===== src/rtl/apogeo_pkg.sv =====
//------------------------------------------------------------------------------
// apogeo_pkg : shared datapath types for the operand bypass network
// Revision   : 1.0
//------------------------------------------------------------------------------
`default_nettype none

package apogeo_pkg;

  typedef logic [31:0] data_word_t;
  typedef logic [4:0]  regfile_address_t;

  typedef struct packed {
    data_word_t       data;
    regfile_address_t reg_dest;
  } bypass_entry_t;

  localparam regfile_address_t REG_X0 = 5'd0;

endpackage

`default_nettype wire


===== src/rtl/result_match_cam.sv =====
//------------------------------------------------------------------------------
// result_match_cam : per-entry destination compare against one issuing source
// Revision         : 1.0
//------------------------------------------------------------------------------
`default_nettype none

module result_match_cam
  import apogeo_pkg::*;
#(
  parameter int DEPTH = 4,
  localparam int PTR_W = $clog2(DEPTH)
) (
  input  logic [DEPTH-1:0][4:0] dests_i,
  input  logic [DEPTH-1:0]      valid_i,
  input  logic [PTR_W-1:0]      youngest_i,
  input  logic [4:0]            src_i,
  output logic                  any_match_o,
  output logic                  youngest_match_o
);

  logic [DEPTH-1:0] match;

  generate
    for (genvar i = 0; i < DEPTH; i++) begin : g_cmp
      assign match[i] = valid_i[i] && (dests_i[i] == src_i);
    end
  endgenerate

  assign any_match_o      = |match;
  assign youngest_match_o = match[youngest_i];

endmodule

`default_nettype wire


===== src/rtl/bypass_result_buffer.sv =====
//------------------------------------------------------------------------------
// bypass_result_buffer : in-order result FIFO feeding the writeback register,
//                        with commit/writeback forwarding and stale-hazard flag
// Revision             : 1.0
//------------------------------------------------------------------------------
`default_nettype none

module bypass_result_buffer
  import apogeo_pkg::*;
#(
  parameter int DEPTH = 4
) (
  input  logic        clk_i,
  input  logic        rst_n_i,
  input  logic        flush_i,
  input  logic        stall_i,
  input  logic        result_valid_i,
  input  logic [31:0] result_i,
  input  logic [4:0]  result_reg_dest_i,
  output logic        buffer_full_o,
  output logic [31:0] commit_operand_o,
  output logic [4:0]  commit_reg_dest_o,
  output logic [31:0] writeback_operand_o,
  output logic [4:0]  writeback_reg_dest_o,
  output logic        regfile_write_o,
  input  logic [4:0]  reg_src_A_i,
  input  logic [4:0]  reg_src_B_i,
  output logic        stale_hazard_o
);

  localparam int PTR_W = $clog2(DEPTH);
  localparam int CNT_W = $clog2(DEPTH + 1);
  localparam logic [PTR_W-1:0] PTR_ONE    = PTR_W'(1);
  localparam logic [CNT_W-1:0] CNT_ONE    = CNT_W'(1);
  localparam logic [CNT_W-1:0] FULL_COUNT = CNT_W'(DEPTH);

  bypass_entry_t    mem_q [DEPTH];
  bypass_entry_t    mem_d [DEPTH];
  logic [PTR_W-1:0] head_q, head_d, tail_q, tail_d;
  logic [CNT_W-1:0] count_q, count_d;
  logic             wb_valid_q, wb_valid_d;
  bypass_entry_t    wb_q, wb_d;

  logic                  push, pop;
  logic [PTR_W-1:0]      youngest;
  logic [DEPTH-1:0]      entry_valid;
  logic [DEPTH-1:0][4:0] dests;
  bypass_entry_t         commit_entry;
  logic                  any_a, young_a, any_b, young_b;

  assign buffer_full_o = (count_q == FULL_COUNT);
  assign push = result_valid_i && !buffer_full_o && !flush_i && (result_reg_dest_i != REG_X0);
  // Popping is gated on registered count, so a push into an empty buffer waits a cycle.
  assign pop  = (count_q != '0) && !stall_i && !flush_i;
  assign youngest = tail_q - PTR_ONE;

  generate
    for (genvar i = 0; i < DEPTH; i++) begin : g_valid
      logic [PTR_W-1:0] offset;
      assign offset         = PTR_W'(i) - head_q;
      assign entry_valid[i] = (CNT_W'(offset) < count_q);
      assign dests[i]       = mem_q[i].reg_dest;
    end
  endgenerate

  always_comb begin
    mem_d      = mem_q;
    head_d     = head_q;
    tail_d     = tail_q;
    count_d    = count_q;
    wb_valid_d = 1'b0;
    wb_d       = wb_q;
    if (flush_i) begin
      head_d  = '0;
      tail_d  = '0;
      count_d = '0;
    end else begin
      if (pop) begin
        wb_valid_d = 1'b1;
        wb_d       = mem_q[head_q];
        head_d     = head_q + PTR_ONE;
      end
      if (push) begin
        mem_d[tail_q] = '{data: result_i, reg_dest: result_reg_dest_i};
        tail_d        = tail_q + PTR_ONE;
      end
      case ({push, pop})
        2'b10:   count_d = count_q + CNT_ONE;
        2'b01:   count_d = count_q - CNT_ONE;
        default: count_d = count_q;
      endcase
    end
  end

  always_ff @(posedge clk_i) begin
    if (!rst_n_i) begin
      mem_q      <= '{default: '0};
      head_q     <= '0;
      tail_q     <= '0;
      count_q    <= '0;
      wb_valid_q <= 1'b0;
      wb_q       <= '0;
    end else begin
      mem_q      <= mem_d;
      head_q     <= head_d;
      tail_q     <= tail_d;
      count_q    <= count_d;
      wb_valid_q <= wb_valid_d;
      wb_q       <= wb_d;
    end
  end

  assign commit_entry         = (count_q != '0) ? mem_q[youngest] : '0;
  assign commit_operand_o     = commit_entry.data;
  assign commit_reg_dest_o    = commit_entry.reg_dest;
  assign writeback_operand_o  = wb_valid_q ? wb_q.data : '0;
  assign writeback_reg_dest_o = wb_valid_q ? wb_q.reg_dest : '0;
  assign regfile_write_o      = wb_valid_q;

  result_match_cam #(.DEPTH(DEPTH)) u_cam_a (
    .dests_i          (dests),
    .valid_i          (entry_valid),
    .youngest_i       (youngest),
    .src_i            (reg_src_A_i),
    .any_match_o      (any_a),
    .youngest_match_o (young_a)
  );

  result_match_cam #(.DEPTH(DEPTH)) u_cam_b (
    .dests_i          (dests),
    .valid_i          (entry_valid),
    .youngest_i       (youngest),
    .src_i            (reg_src_B_i),
    .any_match_o      (any_b),
    .youngest_match_o (young_b)
  );

  // An older match hidden behind a non-matching youngest entry cannot be forwarded.
  assign stale_hazard_o = ((reg_src_A_i != REG_X0) && any_a && !young_a) ||
                          ((reg_src_B_i != REG_X0) && any_b && !young_b);

endmodule

`default_nettype wire


===== config.mk =====
export PLATFORM = sky130hd
export DESIGN_NAME = bypass_result_buffer
export DESIGN_NICKNAME = d
export VERILOG_FILES = /design/src/rtl/apogeo_pkg.sv /design/src/rtl/result_match_cam.sv /design/src/rtl/bypass_result_buffer.sv
export SDC_FILE = /design/constraint.sdc
export NUM_CORES = 1
export LEC_CHECK = 0
export ABC_AREA = 0
export CAP_MARGIN = 20
export CELL_PAD_IN_SITES_DETAIL_PLACEMENT = 1
export CELL_PAD_IN_SITES_GLOBAL_PLACEMENT = 1
export CORE_ASPECT_RATIO = 0.75
export CORE_MARGIN = 2
export CORE_UTILIZATION = 39
export DETAILED_ROUTE_END_ITERATION = 8
export PLACE_DENSITY = 0.77
export REMOVE_ABC_BUFFERS = 1
export SLEW_MARGIN = 30
export SYNTH_ARGS = -nofsm -noshare
export SYNTH_HDL_FRONTEND = slang
export SYNTH_SLANG_ARGS = --single-unit

===== constraint.sdc =====
create_clock -name clk_i -period 2.8 [get_ports clk_i]
set_input_delay 0.56 -clock clk_i [delete_from_list [all_inputs] [get_ports clk_i]]
set_output_delay 0.56 -clock clk_i [all_outputs]
set_load 0.005 [all_outputs]

==> flow_summary.ini <==
[cells_and_area]
layout_commonest_cell = nand2_1
nets = 1329
area_growth_pct = 26.12
drive_gt1_frac = 0.2533
final_cell_mix = nand2_1 (373), dfxtp_1 (188), a21boi_0 (95)

[timing]
worst_pin_slew_ns = 0.8759
fin_crit_ns = 3.277
slew_viol_final = 0
setup_viol = 1
maxSlewHeadroom = 0.4161
setup_slack_ns = -0.4766
rsz0062_at_grt = true
hold_violations = 0
timing.clock.skew_ns = 0.009252
timing.hold.ws_ns = 0.4592
fin_crit_sh = 1.170
fmax_mhz = 305.2

[worst_setup_path]
critPathRequiredTime_ns = 2.24
cp-end-kind = output pin
path_cells = xnor2_4 > inv_1 > ha_1 > nand2b_1 > o22ai_2 > or4_4 > o22a_1 > nand4_1 > o31ai_2 > buf_2
critPathKind = register to output pin
slowest_stage = or4_4
worstSetupStartpoint = head_q[0]
worstReg2RegStart = count_q[2]
worst-r2r-cell-count = 10
crit_arrival_ns = 2.72
crit_fanout = 2
start_kind = register
slowest_delay_ns = 0.55

[yosys]
yosys_warnings = 0
syn_area_sq_um = 10680
synth.avg_cell_area_sq_um = 9.459
ys_seq_area_frac = 0.3618
yosys.cell_types.count = 41
synth.ff_latch_count = 193
synthCells = 1129

[global_route]
antenna_found_initial = 3
grtUsageTotal = 0.2598
overflow = 0
grt_pass1_vias = 9674
grt_max_degree = 74
grt_pass1_wl_mm = 56.75

[clock_network]
cts.sinks = 193
insertion_delay_ns = 0.45
clk_pin_slew_ns = 0.07
cts_buffers = 17
cts_max_level = 4
cts-hold-fix-buffers = 0
cts_tree = done
root_buffer = clkbuf_16
cts_max_path_buffers = 2

[floorplanning]
dieArea_sq_um = 28740
fp.dieW_um = 195.1
rows = 52
ios = 129
start_util = 0.3965
core_area_sq_um = 26940
die_h_um = 147.3

[route]
avgRoutedWirePerCell_um = 22.41
antenna_left = 0
via_count = 9059
drcViolationCount = 0
first_pass_iters = 5
drt_iter0_drc = 547
viasPerCell = 5.554
routed_wl_mm = 36.56

[placement]
hpwl_mm = 22.97
port_buffers = 128
place.gp.congestion = 0.8520
place_ws_ns = -0.7963

[power_and_ir_drop]
power_density_nw_per_um2 = 428.3
peakVddDrop_v = 0.0004265
power.total_w = 0.005768
p_leak_nw = 4.490

[worst_hold_path]
whs_path_depth = 2
hp-class = register to register
hold_start = wb_q[0]

[run_status]
status = finished, violations left
violations = setup timing

[run]
cap_violations = 0
## report_power, final
| group | switching [W] | total [W] | internal (W) |
|---|---|---|---|
| logic | 0.000288 | 0.000582 | 0.000295 |
| registers | 0.0000317 | 0.00281 | 0.00278 |
| clock network | 0.00111 | 0.00238 | 0.00127 |
## what timing repair did
action                     4_1_cts  5_1_grt
pin swaps                        8        2
cloned                           4        2
setup endpoints to repair       38       37
hold endpoints to repair         0        0
setup buffers                   10        2
resized for setup               82       33
## per-stage QoR
step           cells    util  area (sq um)  TNS, ns
2_1_floorplan   1035       -         10140  -155.19
6_report        1631  0.5000         13470  -0.4766
5_1_grt         1631  0.5000         13470  -0.5637
3_3_place_gp    1584  0.4675         12590   -7.718
4_1_cts         1627  0.4981         13420   -1.190
3_5_place_dp    1584  0.4675         12590   -12.43
## cells in the mapped netlist (all sizes together)
| cell type | instances | area [sq um] |
|---|---|---|
| mux4 | 74 | 1667 |
| nor3 | 6 | 30.03 |
| xor2 | 22 | 192.7 |
| o31ai | 1 | 7.510 |
| or3 | 3 | 18.77 |
| a21boi | 186 | 1734 |
| xnor2 | 24 | 210.2 |
| buf | 42 | 341.6 |
| o22ai | 2 | 12.51 |
| and2 | 42 | 270.3 |
| o21bai | 2 | 15.01 |
| a31o | 2 | 17.52 |
| nand4 | 6 | 37.54 |
| inv | 11 | 41.29 |
| clkbuf | 52 | 195.2 |
| nor4b | 1 | 15.01 |
| nand2b | 4 | 25.02 |
| o22a | 2 | 17.52 |
| mux2i | 1 | 10.01 |
| dfxtp | 193 | 3864 |
| nor4 | 2 | 12.51 |
| o21ai | 2 | 10.01 |
| or4 | 5 | 37.54 |
| and3 | 1 | 11.26 |
| a21oi | 3 | 15.01 |
| nand3 | 4 | 20.02 |
| nand2 | 377 | 1435 |
| nor2b | 38 | 237.7 |
| nand3b | 1 | 7.510 |
| ha | 9 | 112.6 |
| fa | 1 | 20.02 |
| nor2 | 10 | 37.54 |
## cell families (layout without fill, tap and decap cells)
family          count (synthesis)  count (layout)  share of synthesized area
compound gates                200             200                     0.1713
xor+xnor                       46              46                    0.03773
fa+ha+maj                      10              10                    0.01242
buf+inv                       105             255                    0.05413
flops                         193             193                     0.3618
mux                            75              75                     0.1570
other cells                     0               1                          0
simple gates                  500             500                     0.2056
## cell type report
| class | instances | area (sq um) |
|---|---|---|
| antenna | 1 | 2.502 |
| multi-input combinational | 831 | 6326 |
| inverter | 11 | 43.79 |
| tap | 351 | 439.2 |
| fill | 3038 | 13470 |
| sequential | 193 | 3875 |
| clock inverter | 9 | 83.83 |
| clock buffer | 22 | 464.2 |
| timing repair buffer | 213 | 2233 |
## registers in the layout, indices dropped and copies added (netlist names)
register,count
mem_q,128
wb_q,37
dests,20
count_q,3
head_q,2
tail_q,2
regfile_write_o,1
## critical path, delay by kind of cell (launching register included)
family	cells	cell delay (ns)
AND/OR/NAND/NOR	3	0.77
AO/OA/AOI/OAI	3	0.45
flip-flops	1	0.37
adder cells (fa/ha/maj)	1	0.29
buffers and inverters	2	0.21
XOR/XNOR	1	0.17
## metal layers
layer / track usage / vias to the layer above / share of wire
met1: 0.3396 / 4614 / 0.44
met5: 0 / - / 0.00044
met3: 0.04247 / 51 / 0.056
li1: - / 4084 / -
met4: 0.07595 / 2 / 0.016
met2: 0.4443 / 308 / 0.49
## path summary, 6_finish.rpt
path	to	slack [ns]
hold reg to reg	wb_q[0]	0.46
setup / recovery	stale_hazard_o	-0.48
hold / removal	wb_q[0]	0.46
setup reg to reg	count_q[2]	0.41
Note: power is estimated with default switching activity, not from simulation.
